[config.mk]
export PLATFORM = sky130hd
export DESIGN_NAME = uart_rsp_serializer_flat
export DESIGN_NICKNAME = d
export VERILOG_FILES = /design/src/rtl/uart_rsp_serializer_if.sv /design/src/rtl/uart_rsp_serializer.sv /design/src/flat_wrapper.sv
export SDC_FILE = /design/constraint.sdc
export NUM_CORES = 1
export LEC_CHECK = 0
export CORE_MARGIN = 2
export CORE_UTILIZATION = 30
export DETAILED_ROUTE_END_ITERATION = 10
export SYNTH_ARGS = -nofsm -noshare
export SYNTH_HDL_FRONTEND = slang
export SYNTH_SLANG_ARGS = --single-unit
[constraint.sdc]
create_clock -name clk_i -period 4.31 [get_ports clk_i]
set_clock_uncertainty 0.2 [all_clocks]
set_input_delay 0.431 -clock clk_i [delete_from_list [all_inputs] [get_ports clk_i]]
set_output_delay 0.431 -clock clk_i [all_outputs]
set_load 0.02 [all_outputs]
[src/rtl/uart_rsp_serializer_if.sv]
// Bundle of the response-capture and UART TX streaming signals of
// uart_rsp_serializer.
//   rsp_*        : response strobe and payload from the host adapter
//   rsp_space_o  : FIFO not full (bridge may issue a new request)
//   tx_*         : valid/ready byte stream towards the UART core
//   idle_o       : nothing queued and no frame in flight
//   ovf_o/clr    : sticky drop flag and its clear
//   drop_cnt_o   : saturating count of dropped responses
// The slave modport is the serializer; the master modport is its environment.
interface uart_rsp_serializer_if;
    logic        rsp_valid_i;
    logic        rsp_we_i;
    logic [31:0] rsp_rdata_i;
    logic        rsp_err_i;
    logic        rsp_intg_err_i;
    logic        rsp_space_o;
    logic        tx_valid_o;
    logic [7:0]  tx_data_o;
    logic        tx_ready_i;
    logic        idle_o;
    logic        ovf_o;
    logic        ovf_clr_i;
    logic [7:0]  drop_cnt_o;

    modport slave (
        input  rsp_valid_i, rsp_we_i, rsp_rdata_i, rsp_err_i, rsp_intg_err_i,
        input  tx_ready_i, ovf_clr_i,
        output rsp_space_o, tx_valid_o, tx_data_o, idle_o, ovf_o, drop_cnt_o
    );

    modport master (
        output rsp_valid_i, rsp_we_i, rsp_rdata_i, rsp_err_i, rsp_intg_err_i,
        output tx_ready_i, ovf_clr_i,
        input  rsp_space_o, tx_valid_o, tx_data_o, idle_o, ovf_o, drop_cnt_o
    );
endinterface

[src/rtl/uart_rsp_serializer.sv]
// Response-return stage of the UART host bridge. Completed host-adapter
// responses are buffered in a small FIFO (the adapter strobe cannot be
// stalled) and each one is serialised as a byte frame on the UART TX stream:
// a status byte {StatusTag, 0, intg_err, err, we}, followed by the four read
// data bytes (LSB first) only for error-free reads.
// Ports:
//   clk_i  : clock
//   rst_i  : synchronous active-high reset (aborts any frame, empties FIFO)
//   bus    : uart_rsp_serializer_if.slave (response in, TX stream out, status)
module uart_rsp_serializer #(
    parameter int unsigned RspDepth  = 2,
    parameter logic [3:0]  StatusTag = 4'hA
) (
    input  logic                  clk_i,
    input  logic                  rst_i,
    uart_rsp_serializer_if.slave  bus
);
    localparam int unsigned    PtrW     = (RspDepth > 1) ? $clog2(RspDepth) : 1;
    localparam int unsigned    CntW     = PtrW + 1;
    localparam logic [CntW-1:0] DepthVal = CntW'(RspDepth);

    typedef enum logic [0:0] {
        ST_IDLE = 1'b0,
        ST_SEND = 1'b1
    } state_e;

    typedef struct packed {
        logic        we;
        logic        err;
        logic        intg_err;
        logic [31:0] rdata;
    } rsp_t;

    function automatic logic [7:0] status_byte(input rsp_t r);
        return {StatusTag, 1'b0, r.intg_err, r.err, r.we};
    endfunction

    // Only error-free reads carry data bytes after the status byte.
    function automatic logic has_payload(input rsp_t r);
        return !(r.we || r.err || r.intg_err);
    endfunction

    rsp_t            fifo_mem_r [RspDepth];
    logic [PtrW-1:0] wr_ptr_r;
    logic [PtrW-1:0] rd_ptr_r;
    logic [CntW-1:0] count_r;
    logic            full_s;
    logic            empty_s;
    logic            push_s;
    logic            pop_s;
    logic            drop_s;
    rsp_t            push_entry_s;
    rsp_t            head_s;

    state_e          state_r;
    state_e          state_d;
    logic            tx_valid_r;
    logic            tx_valid_d;
    logic [7:0]      tx_data_r;
    logic [7:0]      tx_data_d;
    logic [31:0]     rdata_r;
    logic [31:0]     rdata_d;
    logic            has_data_r;
    logic            has_data_d;
    logic [1:0]      byte_idx_r;
    logic [1:0]      byte_idx_d;
    logic            ovf_r;
    logic [7:0]      drop_cnt_r;

    assign full_s       = (count_r == DepthVal);
    assign empty_s      = (count_r == {CntW{1'b0}});
    assign push_entry_s = '{we: bus.rsp_we_i, err: bus.rsp_err_i,
                            intg_err: bus.rsp_intg_err_i, rdata: bus.rsp_rdata_i};
    assign head_s       = fifo_mem_r[rd_ptr_r];
    // A pop in the same cycle frees the slot the incoming response needs.
    assign push_s       = bus.rsp_valid_i && (!full_s || pop_s);
    assign drop_s       = bus.rsp_valid_i && full_s && !pop_s;

    // FIFO pointers and occupancy
    always_ff @(posedge clk_i) begin
        if (rst_i) begin
            wr_ptr_r <= {PtrW{1'b0}};
            rd_ptr_r <= {PtrW{1'b0}};
            count_r  <= {CntW{1'b0}};
        end else begin
            if (push_s) wr_ptr_r <= wr_ptr_r + PtrW'(1);
            if (pop_s)  rd_ptr_r <= rd_ptr_r + PtrW'(1);
            case ({push_s, pop_s})
                2'b10:   count_r <= count_r + CntW'(1);
                2'b01:   count_r <= count_r - CntW'(1);
                default: count_r <= count_r;
            endcase
        end
    end

    // FIFO storage; stale contents are harmless because reset clears the count
    always_ff @(posedge clk_i) begin
        if (push_s) fifo_mem_r[wr_ptr_r] <= push_entry_s;
    end

    // Frame FSM next-state and output-register values
    always_comb begin
        state_d    = state_r;
        tx_valid_d = tx_valid_r;
        tx_data_d  = tx_data_r;
        rdata_d    = rdata_r;
        has_data_d = has_data_r;
        byte_idx_d = byte_idx_r;
        pop_s      = 1'b0;
        case (state_r)
            ST_IDLE: begin
                if (!empty_s) begin
                    pop_s      = 1'b1;
                    tx_valid_d = 1'b1;
                    tx_data_d  = status_byte(head_s);
                    rdata_d    = head_s.rdata;
                    has_data_d = has_payload(head_s);
                    byte_idx_d = 2'd0;
                    state_d    = ST_SEND;
                end else begin
                    tx_valid_d = 1'b0;
                end
            end
            ST_SEND: begin
                if (bus.tx_ready_i) begin
                    if (has_data_r) begin
                        tx_data_d  = rdata_r[{byte_idx_r, 3'b000} +: 8];
                        has_data_d = (byte_idx_r != 2'd3);
                        byte_idx_d = byte_idx_r + 2'd1;
                    end else if (!empty_s) begin
                        // back-to-back frame: next status byte with no bubble
                        pop_s      = 1'b1;
                        tx_data_d  = status_byte(head_s);
                        rdata_d    = head_s.rdata;
                        has_data_d = has_payload(head_s);
                        byte_idx_d = 2'd0;
                    end else begin
                        tx_valid_d = 1'b0;
                        state_d    = ST_IDLE;
                    end
                end else begin
                    tx_valid_d = tx_valid_r;
                end
            end
            default: begin
                tx_valid_d = 1'b0;
                state_d    = ST_IDLE;
            end
        endcase
    end

    // Frame FSM state and registered TX outputs
    always_ff @(posedge clk_i) begin
        if (rst_i) begin
            state_r    <= ST_IDLE;
            tx_valid_r <= 1'b0;
            tx_data_r  <= 8'h00;
            rdata_r    <= 32'h0000_0000;
            has_data_r <= 1'b0;
            byte_idx_r <= 2'd0;
        end else begin
            state_r    <= state_d;
            tx_valid_r <= tx_valid_d;
            tx_data_r  <= tx_data_d;
            rdata_r    <= rdata_d;
            has_data_r <= has_data_d;
            byte_idx_r <= byte_idx_d;
        end
    end

    // Sticky overflow flag (a drop wins over clear) and saturating drop count
    always_ff @(posedge clk_i) begin
        if (rst_i) begin
            ovf_r      <= 1'b0;
            drop_cnt_r <= 8'h00;
        end else begin
            if (drop_s) begin
                ovf_r <= 1'b1;
            end else if (bus.ovf_clr_i) begin
                ovf_r <= 1'b0;
            end
            if (drop_s && (drop_cnt_r != 8'hFF)) begin
                drop_cnt_r <= drop_cnt_r + 8'd1;
            end
        end
    end

    assign bus.rsp_space_o = !full_s;
    assign bus.tx_valid_o  = tx_valid_r;
    assign bus.tx_data_o   = tx_data_r;
    assign bus.idle_o      = (state_r == ST_IDLE) && empty_s;
    assign bus.ovf_o       = ovf_r;
    assign bus.drop_cnt_o  = drop_cnt_r;
endmodule

[src/flat_wrapper.sv]
// flat-port wrapper written by rule: the top's interface ports become plain ports
module uart_rsp_serializer_flat 
#(
    parameter int unsigned RspDepth  = 2,
    parameter logic [3:0]  StatusTag = 4'hA
)
  (clk_i, rst_i, bus_rsp_valid_i, bus_rsp_we_i, bus_rsp_rdata_i, bus_rsp_err_i, bus_rsp_intg_err_i, bus_tx_ready_i, bus_ovf_clr_i, bus_rsp_space_o, bus_tx_valid_o, bus_tx_data_o, bus_idle_o, bus_ovf_o, bus_drop_cnt_o);
  uart_rsp_serializer_if bus_i ();
  input  logic clk_i;
  input  logic rst_i;
  input wire logic [$bits(bus_i.rsp_valid_i)-1:0] bus_rsp_valid_i;
  input wire logic [$bits(bus_i.rsp_we_i)-1:0] bus_rsp_we_i;
  input wire logic [$bits(bus_i.rsp_rdata_i)-1:0] bus_rsp_rdata_i;
  input wire logic [$bits(bus_i.rsp_err_i)-1:0] bus_rsp_err_i;
  input wire logic [$bits(bus_i.rsp_intg_err_i)-1:0] bus_rsp_intg_err_i;
  input wire logic [$bits(bus_i.tx_ready_i)-1:0] bus_tx_ready_i;
  input wire logic [$bits(bus_i.ovf_clr_i)-1:0] bus_ovf_clr_i;
  output wire logic [$bits(bus_i.rsp_space_o)-1:0] bus_rsp_space_o;
  output wire logic [$bits(bus_i.tx_valid_o)-1:0] bus_tx_valid_o;
  output wire logic [$bits(bus_i.tx_data_o)-1:0] bus_tx_data_o;
  output wire logic [$bits(bus_i.idle_o)-1:0] bus_idle_o;
  output wire logic [$bits(bus_i.ovf_o)-1:0] bus_ovf_o;
  output wire logic [$bits(bus_i.drop_cnt_o)-1:0] bus_drop_cnt_o;
  assign bus_i.rsp_valid_i = bus_rsp_valid_i;
  assign bus_i.rsp_we_i = bus_rsp_we_i;
  assign bus_i.rsp_rdata_i = bus_rsp_rdata_i;
  assign bus_i.rsp_err_i = bus_rsp_err_i;
  assign bus_i.rsp_intg_err_i = bus_rsp_intg_err_i;
  assign bus_i.tx_ready_i = bus_tx_ready_i;
  assign bus_i.ovf_clr_i = bus_ovf_clr_i;
  assign bus_rsp_space_o = bus_i.rsp_space_o;
  assign bus_tx_valid_o = bus_i.tx_valid_o;
  assign bus_tx_data_o = bus_i.tx_data_o;
  assign bus_idle_o = bus_i.idle_o;
  assign bus_ovf_o = bus_i.ovf_o;
  assign bus_drop_cnt_o = bus_i.drop_cnt_o;
  uart_rsp_serializer #(.RspDepth(RspDepth), .StatusTag(StatusTag)) u_core (.clk_i(clk_i), .rst_i(rst_i), .bus(bus_i));
endmodule
==> reports/metrics.yaml <==
clk_latency_ns: 0.41
power.total_mw: 2.95
rows: 46
gp_congestion: 0.773
holdWs_ns: 0.273
reg2reg_slack_ns: 1.94
crit_arrival_ns: 2.42
status: "finished clean"
netlist_instances: 370
totalNegativeSetupSlack_ns: 0
cts.path.max_buffers: 2
grt_pass1_vias: 3054
slew_headroom_pct: 26.3
clkTransAtPathRegs_ns: 0.05
min_path_type: "reg -> reg"
totalWireLength_um: 9640
critPathKind: "in -> reg"
viasPerCell: 4.74
worstSetupStartpointType: "input port"
port_buffers: 59
vias: 3109
cts_max_level: 4
grt_pass1_wl_um: 15800
drive_gt1_share_pct: 11.1
hold_viol_final: 0
drtAntennaViolNets: 0
postSynthNetCount: 412
cp.required_ns: 4.13
final_cell_area_mm2: 0.00626
dieWidth_um: 132
wire_per_inst_um: 14.7
die_h_um: 132
cts_tree: "built"
critPathCaptureType: "flip-flop"
hpwl_um: 6440
drtPass1Iterations: 5
crit_chain: "clkdlybuf4s50_1 > nor2b_1 > o31ai_1 > nor2_4"
grt.total_usage_pct: 11.6
yosysTopAreaCellShare_pct: 42.6
slowest_stage: "nor2_4"
final_max_slew_viol_count: 0
initial_core_util_pct: 30.9
die_area_mm2: 0.0175
ios: 60
power_density_mw_per_mm2: 472
clockRootBuffer: "clkbuf_16"
setup_viol: 0
grt_max_degree: 71
synthArstFlopShare_pct: 0
ys_seq_elements: 129
post_cts_resized: 0
coreArea_mm2: 0.0160
yosysWarningCount: 0
critPathMaxStageDelay_ns: 0.85
ir_drop_uv: 301
ctsHoldBuffers: 0
rsz0062_at_grt: "no"
seqCellArea_mm2: 0.00328
avgSynthCellArea_um2: 13.4
fin_crit_ns: 2.60
drtIter0Drc: 329
post_cts_buffers: 0
grt_antenna_before_repair: 0
synthFlopType: "edfxtp_1"
cts_made_buffers: 17
fmax_mhz: 385
placed_area_mm2: 0.00573
leakage_nw: 2.08
syn_to_final_growth_pct: 26.8
ys_top_cells_by_area: "edfxtp_1 43%, dfxtp_1 24%, mux2i_1 6.9%, a211oi_1 5.3%, nor2_1 4.3%"
worst_pin_slew_ns: 1.11
synth_top_cell_by_area: "edfxtp_1"
nFillCells: 1563
diodes: 0
synth_area_mm2: 0.00494
multi_input_area_mm2: 0.00155
maxCapViolations: 0
synth_cell_type_count: 43
nNetsFinal: 469
fin_crit_sh_pct: 60.2
postLayoutCoreUtil_pct: 39.1
drc: 0
cts_sinks: 129
crit_fanout: 35
synth_seq_area_share_pct: 66.5
grt.overflow.total: 0
synth-edff-count: 70
layout make-up:
class / instances / share of cell area [%]
sequential: 129 / 52.4
tap: 216 / 4.31
clock buffer: 18 / 6.85
clock inverter: 14 / 1.68
timing repair buffer: 61 / 9.59
multi-input combinational: 212 / 24.8
inverter: 6 / 0.360
layer usage:
metal,part of all wire (%),up-vias,GRT usage (%)
met5,0,-,0
met4,0.64,0,4.54
met3,4.9,7,3.96
met2,49,90,18.4
met1,46,1492,14.7
li1,-,1520,-
worst max-delay path, delay by kind of cell:
| family | cells | cell delay (ns) |
|---|---|---|
| compound gates | 1 | 0.23 |
| buf+inv | 1 | 0.55 |
| simple gates | 2 | 1.19 |
sequential cells by signal, summed over array words and instances (netlist names), 2 cells and up, named ones only:
name	count
u_core.fifo_mem_r	70
u_core.rdata_r	32
u_core.bus.drop_cnt_o	8
u_core.bus.tx_data_o	8
u_core.byte_idx_r	2
u_core.count_r	2
Yosys cell counts (3+ instances only):
library cell and number:
edfxtp_1 70, a21oi_1 10, nor2_1 57, and3_1 4, nand3_1 5, inv_1 6
buf_2 8, dfxtp_1 59, nor3_1 9, a22oi_1 5, mux4_2 8, nand2b_1 3
mux2i_1 34, clkbuf_1 13, nor2b_1 4, or3_1 3, o21ai_0 5, a211oi_1 35
per-stage QoR:
stage                     cells  setup WS, ns
after floorplan             370          1.35
after global placement      624          1.39
after detailed placement    624          1.24
after CTS                   656          1.67
after global routing        656          1.53
final                       656          1.71
power breakdown:
part / total, mW / switching (mW) / leakage (nW) / internal, mW
registers: 1.44 / 0.0578 / 1.14 / 1.38
logic: 0.244 / 0.122 / 0.692 / 0.122
clock network: 1.27 / 0.531 / 0.251 / 0.738
logic make-up after synthesis:
kind of cell | Yosys count | share of synthesized area, %
compound gates | 67 | 9.63
buf+inv | 29 | 2.48
mux | 45 | 11.2
xor+xnor | 3 | 0.532
flops | 129 | 66.5
fa+ha+maj | 2 | 0.507
simple gates | 95 | 9.17
path summary, 6_finish.rpt:
kind                         start  cells after the start                        to
setup / recovery    bus_tx_ready_i                      4  u_core.fifo_mem_r[1][22]
hold / removal    u_core.bus.ovf_o                      2          u_core.bus.ovf_o
setup reg to reg    u_core.state_r                      3  u_core.fifo_mem_r[1][22]
hold reg to reg   u_core.bus.ovf_o                      2          u_core.bus.ovf_o
cell usage in the layout, fill, tap and decap left out, types with 5 or more instances in the layout:
master           count
clkdlybuf4s50_1     58
dfxtp_1             58
nand3_1              5
o21ai_0              5
clkbuf_16           17
nor2_1              55
mux2i_1             34
mux4_2               8
inv_1                6
nor3_1               9
a22oi_1              5
a211oi_1            35
a21oi_1             10
edfxtp_1            70
Power figures use the tool's default switching activity.
